==> config.mk <==
export PLATFORM = sky130hd
export DESIGN_NAME = phy_mem_ctrl_flat
export DESIGN_NICKNAME = d
export VERILOG_FILES = /design/src/rtl/phy_mem_ctrl_if.sv /design/src/rtl/phy_mem_ctrl.sv /design/src/flat_wrapper.sv
export SDC_FILE = /design/constraint.sdc
export NUM_CORES = 1
export LEC_CHECK = 0
export CAP_MARGIN = 20
export CORE_MARGIN = 2
export CORE_UTILIZATION = 43
export CTS_CLUSTER_SIZE = 12
export DETAILED_ROUTE_END_ITERATION = 10
export PLACE_DENSITY_LB_ADDON = 0.08
export SETUP_SLACK_MARGIN = 0.1
export SLEW_MARGIN = 20
export SYNTH_ARGS = -nofsm -noshare
export SYNTH_HDL_FRONTEND = slang
export SYNTH_SLANG_ARGS = --single-unit
==> constraint.sdc <==
create_clock -name clk -period 5.3 [get_ports clk]
set_input_delay 1.06 -clock clk [delete_from_list [all_inputs] [get_ports clk]]
set_output_delay 1.06 -clock clk [all_outputs]
set_load 0.01 [all_outputs]
==> src/rtl/phy_mem_ctrl_if.sv <==
// CPU physical-memory (dev_mem_*) bus between the MMU side and the SRAM controller.
// The master modport is the CPU side. The slave modport is the memory responder.
interface phy_mem_ctrl_if;
  logic [31:0] dev_mem_addr;
  logic [31:0] dev_mem_data_out;
  logic        dev_mem_is_write;
  logic [31:0] dev_mem_data_in;
  logic        dev_mem_busy;

  modport master (
    output dev_mem_addr,
    output dev_mem_data_out,
    output dev_mem_is_write,
    input  dev_mem_data_in,
    input  dev_mem_busy
  );

  modport slave (
    input  dev_mem_addr,
    input  dev_mem_data_out,
    input  dev_mem_is_write,
    output dev_mem_data_in,
    output dev_mem_busy
  );
endinterface

==> src/rtl/phy_mem_ctrl.sv <==
// Responder for CPU physical-memory accesses, driving an asynchronous 32-bit SRAM.
// Optional macro LAST_READ_CACHE_EN skips the SRAM for a repeat of the last completed read.
module phy_mem_ctrl #(
  parameter int unsigned RD_CYCLES = 2,
  parameter int unsigned WR_CYCLES = 3,
  parameter int unsigned SRAM_AW   = 20
) (
  input  logic               clk,
  input  logic               rst,
  phy_mem_ctrl_if.slave      dev_mem,
  output logic [SRAM_AW-1:0] sram_addr,
  input  logic [31:0]        sram_data_i,
  output logic [31:0]        sram_data_o,
  output logic               sram_data_oe,
  output logic               sram_ce_n,
  output logic               sram_oe_n,
  output logic               sram_we_n
);

  localparam int unsigned CntMax = (RD_CYCLES > WR_CYCLES) ? RD_CYCLES : WR_CYCLES;
  localparam int unsigned CntW   = $clog2(CntMax + 1);

  typedef enum logic [2:0] {
    StIdle,
    StRead,
    StOor,
    StWrSetup,
    StWrPulse,
    StWrHold
  } state_e;

  state_e              state_q, state_d;
  logic [CntW-1:0]     cnt_q, cnt_d;
  logic                acc_wr_q, acc_wr_d;
  logic [31:0]         data_in_q, data_in_d;
  logic                busy_q;
  logic [SRAM_AW-1:0]  sram_addr_q, sram_addr_d;
  logic [31:0]         sram_data_q, sram_data_d;
  logic                data_oe_q, data_oe_d;
  logic                ce_n_q, ce_n_d;
  logic                oe_n_q, oe_n_d;
  logic                we_n_q, we_n_d;

  logic [SRAM_AW-1:0]  word_addr;
  logic                oor;
  logic                cache_hit;
  logic                rd_done;
  logic [1:0]          unused_byte_sel;

  assign word_addr       = dev_mem.dev_mem_addr[SRAM_AW+1:2];
  assign unused_byte_sel = dev_mem.dev_mem_addr[1:0];
  assign rd_done         = (state_q == StRead) && (cnt_q == CntW'(1));

  // Any address bit above the SRAM window makes the access out-of-range.
  if (SRAM_AW + 2 < 32) begin : g_range
    assign oor = |dev_mem.dev_mem_addr[31:SRAM_AW+2];
  end else begin : g_full_range
    assign oor = 1'b0;
  end

`ifdef LAST_READ_CACHE_EN
  logic               hit_valid_q, hit_valid_d;
  logic [SRAM_AW-1:0] hit_tag_q, hit_tag_d;

  assign cache_hit = hit_valid_q && (hit_tag_q == word_addr);

  // Writes and out-of-range accesses invalidate. The tag follows the last completed SRAM read.
  always_comb begin
    hit_valid_d = hit_valid_q;
    hit_tag_d   = hit_tag_q;
    if ((state_q == StIdle) && (dev_mem.dev_mem_is_write || oor)) begin
      hit_valid_d = 1'b0;
    end else if (rd_done) begin
      hit_valid_d = 1'b1;
      hit_tag_d   = sram_addr_q;
    end
  end

  always_ff @(posedge clk or negedge rst) begin
    if (!rst) begin
      hit_valid_q <= 1'b0;
      hit_tag_q   <= '0;
    end else begin
      hit_valid_q <= hit_valid_d;
      hit_tag_q   <= hit_tag_d;
    end
  end
`else
  assign cache_hit = 1'b0;
`endif

  always_comb begin
    state_d     = state_q;
    cnt_d       = cnt_q;
    acc_wr_d    = acc_wr_q;
    data_in_d   = data_in_q;
    sram_addr_d = sram_addr_q;
    sram_data_d = sram_data_q;
    unique case (state_q)
      StIdle: begin
        acc_wr_d = dev_mem.dev_mem_is_write;
        if (oor) begin
          state_d = StOor;
        end else if (dev_mem.dev_mem_is_write) begin
          state_d     = StWrSetup;
          sram_addr_d = word_addr;
          sram_data_d = dev_mem.dev_mem_data_out;
        end else if (!cache_hit) begin
          state_d     = StRead;
          cnt_d       = CntW'(RD_CYCLES);
          sram_addr_d = word_addr;
        end
      end
      StRead: begin
        if (rd_done) begin
          state_d   = StIdle;
          data_in_d = sram_data_i;
        end else begin
          cnt_d = cnt_q - CntW'(1);
        end
      end
      StOor: begin
        state_d = StIdle;
        if (!acc_wr_q) begin
          data_in_d = '0;
        end
      end
      StWrSetup: begin
        state_d = StWrPulse;
        cnt_d   = CntW'(WR_CYCLES);
      end
      StWrPulse: begin
        if (cnt_q == CntW'(1)) begin
          state_d = StWrHold;
        end else begin
          cnt_d = cnt_q - CntW'(1);
        end
      end
      StWrHold: state_d = StIdle;
      default:  state_d = StIdle;
    endcase
  end

  // Strobes are decoded from the next state and registered, so the pins never glitch.
  always_comb begin
    ce_n_d    = 1'b1;
    oe_n_d    = 1'b1;
    we_n_d    = 1'b1;
    data_oe_d = 1'b0;
    unique case (state_d)
      StRead: begin
        ce_n_d = 1'b0;
        oe_n_d = 1'b0;
      end
      StWrSetup, StWrHold: begin
        ce_n_d    = 1'b0;
        data_oe_d = 1'b1;
      end
      StWrPulse: begin
        ce_n_d    = 1'b0;
        we_n_d    = 1'b0;
        data_oe_d = 1'b1;
      end
      default: ;
    endcase
  end

  always_ff @(posedge clk or negedge rst) begin
    if (!rst) begin
      state_q     <= StIdle;
      cnt_q       <= '0;
      acc_wr_q    <= 1'b0;
      data_in_q   <= '0;
      busy_q      <= 1'b0;
      sram_addr_q <= '0;
      sram_data_q <= '0;
      data_oe_q   <= 1'b0;
      ce_n_q      <= 1'b1;
      oe_n_q      <= 1'b1;
      we_n_q      <= 1'b1;
    end else begin
      state_q     <= state_d;
      cnt_q       <= cnt_d;
      acc_wr_q    <= acc_wr_d;
      data_in_q   <= data_in_d;
      busy_q      <= (state_d != StIdle);
      sram_addr_q <= sram_addr_d;
      sram_data_q <= sram_data_d;
      data_oe_q   <= data_oe_d;
      ce_n_q      <= ce_n_d;
      oe_n_q      <= oe_n_d;
      we_n_q      <= we_n_d;
    end
  end

  assign dev_mem.dev_mem_data_in = data_in_q;
  assign dev_mem.dev_mem_busy    = busy_q;
  assign sram_addr               = sram_addr_q;
  assign sram_data_o             = sram_data_q;
  assign sram_data_oe            = data_oe_q;
  assign sram_ce_n               = ce_n_q;
  assign sram_oe_n               = oe_n_q;
  assign sram_we_n               = we_n_q;

endmodule

==> src/flat_wrapper.sv <==
// flat-port wrapper written by rule: the top's interface ports become plain ports
module phy_mem_ctrl_flat 
#(
  parameter int unsigned RD_CYCLES = 2,
  parameter int unsigned WR_CYCLES = 3,
  parameter int unsigned SRAM_AW   = 20
)
  (clk, rst, sram_addr, sram_data_i, sram_data_o, sram_data_oe, sram_ce_n, sram_oe_n, sram_we_n, dev_mem_dev_mem_addr, dev_mem_dev_mem_data_out, dev_mem_dev_mem_is_write, dev_mem_dev_mem_data_in, dev_mem_dev_mem_busy);
  phy_mem_ctrl_if dev_mem_i ();
  input  logic clk;
  input  logic rst;
  output logic [SRAM_AW-1:0] sram_addr;
  input  logic [31:0] sram_data_i;
  output logic [31:0] sram_data_o;
  output logic sram_data_oe;
  output logic sram_ce_n;
  output logic sram_oe_n;
  output logic sram_we_n;
  input wire logic [$bits(dev_mem_i.dev_mem_addr)-1:0] dev_mem_dev_mem_addr;
  input wire logic [$bits(dev_mem_i.dev_mem_data_out)-1:0] dev_mem_dev_mem_data_out;
  input wire logic [$bits(dev_mem_i.dev_mem_is_write)-1:0] dev_mem_dev_mem_is_write;
  output wire logic [$bits(dev_mem_i.dev_mem_data_in)-1:0] dev_mem_dev_mem_data_in;
  output wire logic [$bits(dev_mem_i.dev_mem_busy)-1:0] dev_mem_dev_mem_busy;
  assign dev_mem_i.dev_mem_addr = dev_mem_dev_mem_addr;
  assign dev_mem_i.dev_mem_data_out = dev_mem_dev_mem_data_out;
  assign dev_mem_i.dev_mem_is_write = dev_mem_dev_mem_is_write;
  assign dev_mem_dev_mem_data_in = dev_mem_i.dev_mem_data_in;
  assign dev_mem_dev_mem_busy = dev_mem_i.dev_mem_busy;
  phy_mem_ctrl #(.RD_CYCLES(RD_CYCLES), .WR_CYCLES(WR_CYCLES), .SRAM_AW(SRAM_AW)) u_core (.clk(clk), .rst(rst), .dev_mem(dev_mem_i), .sram_addr(sram_addr), .sram_data_i(sram_data_i), .sram_data_o(sram_data_o), .sram_data_oe(sram_data_oe), .sram_ce_n(sram_ce_n), .sram_oe_n(sram_oe_n), .sram_we_n(sram_we_n));
endmodule
==> summary.md <==
The maximum number of pins on one net before global-route repair was 60. Broken down by cell family, the worst path's largest delay share belongs to simple AND/OR/NAND/NOR gates. The area growth from synthesis to layout is 57.2%.

After layout, the worst setup slack is 2.19 ns. The post-route netlist has 18.3% of its cells at a drive strength greater than 1. In this run the worst hold path is classified as reg2reg.

In this run the clock root is driven by a sky130_fd_sc_hd__clkbuf_8. For this run, design rule violations remaining after detail routing come to 0. The depth of the worst hold-timing path was 1; the clock latency at the later pin of the worst-skew pair was 0.36 ns. The depth of the critical timing path with buffers and inverters included came out at 5. The tools report the data required time of the critical path as 5.54 ns.

For this run, the post-layout net count is 526. Along the worst path, the maximum fanout reaches 32. After synthesis the netlist holds a flip-flop and latch count of 95.

By area the synthesized netlist is led by sky130_fd_sc_hd__dfrtp_1, sky130_fd_sc_hd__mux2_4, sky130_fd_sc_hd__a22o_1. The detailed router's first-iteration violation count was 63. The number of clock sinks is 95. For the depth of the CTS H-tree, the log shows 3. The run gives 0 as the count of endpoints failing setup in the final report. The number of gates resized after cts is 0, and the HPWL after detailed placement is 6.43 mm. Number of antenna violations at the first check in global routing: 0. During I/O placement, the number of pins put on the boundary was 188. The run finished with clean final reports.

In the synthesized netlist, the number of instances is 242. The run gives 321 MHz as the maximum frequency from static timing analysis. STA classifies the critical path startpoint as an input pin.

After synthesis, the mean cell area works out to 15.5 um2. The count of pins over their slew limit is 0, and the antenna diode instance count is 0. The logs give 19.4% for the total global-route track usage and 0 for the number of setup buffers added after CTS. The die is 97.3 um wide.

The Yosys step of the flow raised 0 warnings. In this run the cell area of the synthesized design comes to 0.00374 mm2. The setup total negative slack is 0 ns, and the arrival time of the worst setup path is 3.35 ns. The via count of the first global-routing pass came out at 2808. The worst path uses 58.7% of the clock period.

Before antenna repair, the detailed router went through 4 iterations. The setup path with the least slack is of type in2reg. The delay of the slowest cell on the worst path works out to 0.87 ns. The run gives 0 as the remaining number of nets flagged by the antenna check after routing. The run gives 63.6% as the sequential element share of the synthesized area. The critical path goes through clkdlybuf4s50_1 > nor4_1 > nand3_1 > or3_2 > mux2_4. The sum of buffers and inverters on the critical path is 1, and the transition at the pin with the smallest max-transition slack is 1.01 ns. VDD sags by at most 139 uV. For the overall overflow remaining after global route, the log shows 0.

Max-cap violations in this run came to 0. In this run the deepest clock path goes through 2 buffers. The total wire length after detailed routing came out at 9.01 mm. The weighted congestion at the end of routability-driven global placement is 0.744, and the clock transition at the registers of the reported paths is 0.08 ns. Routed wirelength normalized by instance count: 16.7 um. Setup repair after global routing left no endpoint under its margin. Area of the placeable core: 0.00859 mm2. Of the post-synthesis cell area, the dominant cell type holds 61.5%. The total leakage power is 2.73 nW. The shortest clock period the worst path allows after layout was 3.11 ns.

On the critical path, the stage with the largest delay is an instance of sky130_fd_sc_hd__or3_2. The cell area power density came out at 237 mW/mm2. The initial utilization of the core area, before any placement, comes to 43.6%. The tools report the count of standard-cell rows as 34. In this run, distinct cell masters in the synthesized netlist total 33.

Counting every net in the synthesized netlist gives 342. Kind of end point of the critical path: a register. In this run, CTS created clock tree buffers numbering 9.

The number of cells on the worst reg-to-reg path was 3; the worst relative slew slack was 32.8%. The vertical die dimension was 97.3 um; the number of hold buffers added after CTS was 0. TritonCTS built the clock tree. The number of buffers inserted by port buffering is 185, and the detailed-route vias per instance is 5.06.

The logs give 0 for the count of final hold-check violations and 14.5 mm for the global-route wire length before repair. The worst clock skew is 0.0156 ns. The die covers 0.00947 mm2. At the placement stage, the worst setup path has a slack of 1.83 ns.

The run gives 2728 as the via total after detailed routing. sky130_fd_sc_hd__dfrtp_1 takes more of the synthesized area than any other cell.
-- path summary, 6_finish.rpt --
kind / end / from / slack (ns)
max reg2reg: u_core.sram_data_o[27]$_DFFE_PN0P_ / u_core.state_q[2]$_DFF_PN0_ / 2.83
min in group asynchronous: u_core.sram_data_o[8]$_DFFE_PN0P_ / rst / 0.64
min: u_core.dev_mem.dev_mem_data_in[16]$_DFFE_PN0P_ / u_core.dev_mem.dev_mem_data_in[16]$_DFFE_PN0P_ / 0.50
max: u_core.sram_data_o[27]$_DFFE_PN0P_ / dev_mem_dev_mem_addr[29] / 2.19
max in group asynchronous: u_core.sram_data_o[16]$_DFFE_PN0P_ / rst / 3.51
min reg2reg: u_core.dev_mem.dev_mem_data_in[16]$_DFFE_PN0P_ / u_core.dev_mem.dev_mem_data_in[16]$_DFFE_PN0P_ / 0.50
-- flip-flops by register name, summed over array words and instances (netlist names) --
signal                          cells
u_core.acc_wr_q                     1
u_core.cnt_q                        2
u_core.sram_addr                   20
u_core.sram_ce_n                    1
u_core.sram_we_n                    1
u_core.dev_mem.dev_mem_data_in     32
u_core.sram_data_oe                 1
u_core.state_q                      3
u_core.sram_data_o                 32
u_core.sram_oe_n                    1
u_core.dev_mem.dev_mem_busy         1
-- cells in the final DEF, fill, tap and decap left out, types with 4 or more instances in the layout --
| master | count |
|---|---|
| sky130_fd_sc_hd__nand2_1 | 4 |
| sky130_fd_sc_hd__clkbuf_8 | 11 |
| sky130_fd_sc_hd__mux2_2 | 23 |
| sky130_fd_sc_hd__inv_1 | 4 |
| sky130_fd_sc_hd__mux2_4 | 30 |
| sky130_fd_sc_hd__o21ai_0 | 6 |
| sky130_fd_sc_hd__clkdlybuf4s50_1 | 184 |
| sky130_fd_sc_hd__dfrtp_1 | 92 |
| sky130_fd_sc_hd__nand2b_1 | 4 |
| sky130_fd_sc_hd__a22o_1 | 32 |
| sky130_fd_sc_hd__buf_4 | 5 |
-- layout make-up --
cell class / instances / area, um2
Clock buffer: 11 / 151
Clock inverter: 5 / 63.8
Fill cell: 653 / 2710
Inverter: 4 / 15.0
Multi-Input combinational cell: 127 / 1260
Sequential cell: 95 / 2380
Tap cell: 108 / 135
Timing Repair Buffer: 189 / 1880
-- synth_stat cells (all sizes together) --
library cell and n:
a21oi 3, a22o 32, and2 1, buf 9, clkbuf 7, dfrtp 92
dfstp 3, ha 1, inv 4, mux2 53, nand2 4, nand2b 4
nand3 2, nand3b 2, nand4 1, nor2 3, nor2b 1, nor3 1
nor4 2, nor4b 1, o211a 1, o21a 1, o21ai 6, o21bai 1
o22a 1, o32a 1, o41a 1, o41ai 1, or3 2, xnor2 1
-- cell families after synthesis --
group / synth area share [%]
DFF: 63.6
AOI/OAI and AO/OA: 10.4
xor gates and xnor gates: 0.234
and+or+nand+nor: 3.57
adders and majority gates: 0.334
muxes: 18.9
buffers and inverters: 2.94
-- power by group --
part,total [mW],switching (mW),internal [mW]
logic,0.152,0.0594,0.0926
registers,0.747,0.00974,0.738
clock network,0.497,0.250,0.247
total,1.40,0.319,1.08
-- routing by layer --
layer,up-vias,global-route usage [%],part of all wire (%),routed length (um)
met3,16,7.55,8.5,767
met2,124,28.3,44,3980
met4,0,7.26,2.4,214
met1,1342,26.3,45,4050
li1,1246,-,-,-
met5,-,0,0,0
-- per-stage QoR --
stage                     total power, mW  utilization (%)  hold slack, ns  std cells  area (um2)
final                                1.40             68.5           0.503        539        5890
after CTS                            1.42             68.5           0.509        539        5890
after global routing                 1.47             68.5           0.521        539        5890
after detailed placement            0.915             66.0           0.481        523        5670
after floorplan                     0.806                -           0.474        242        3740
after global placement              0.910             66.0           0.481        523        5670
Power figures use the tool's default switching activity.
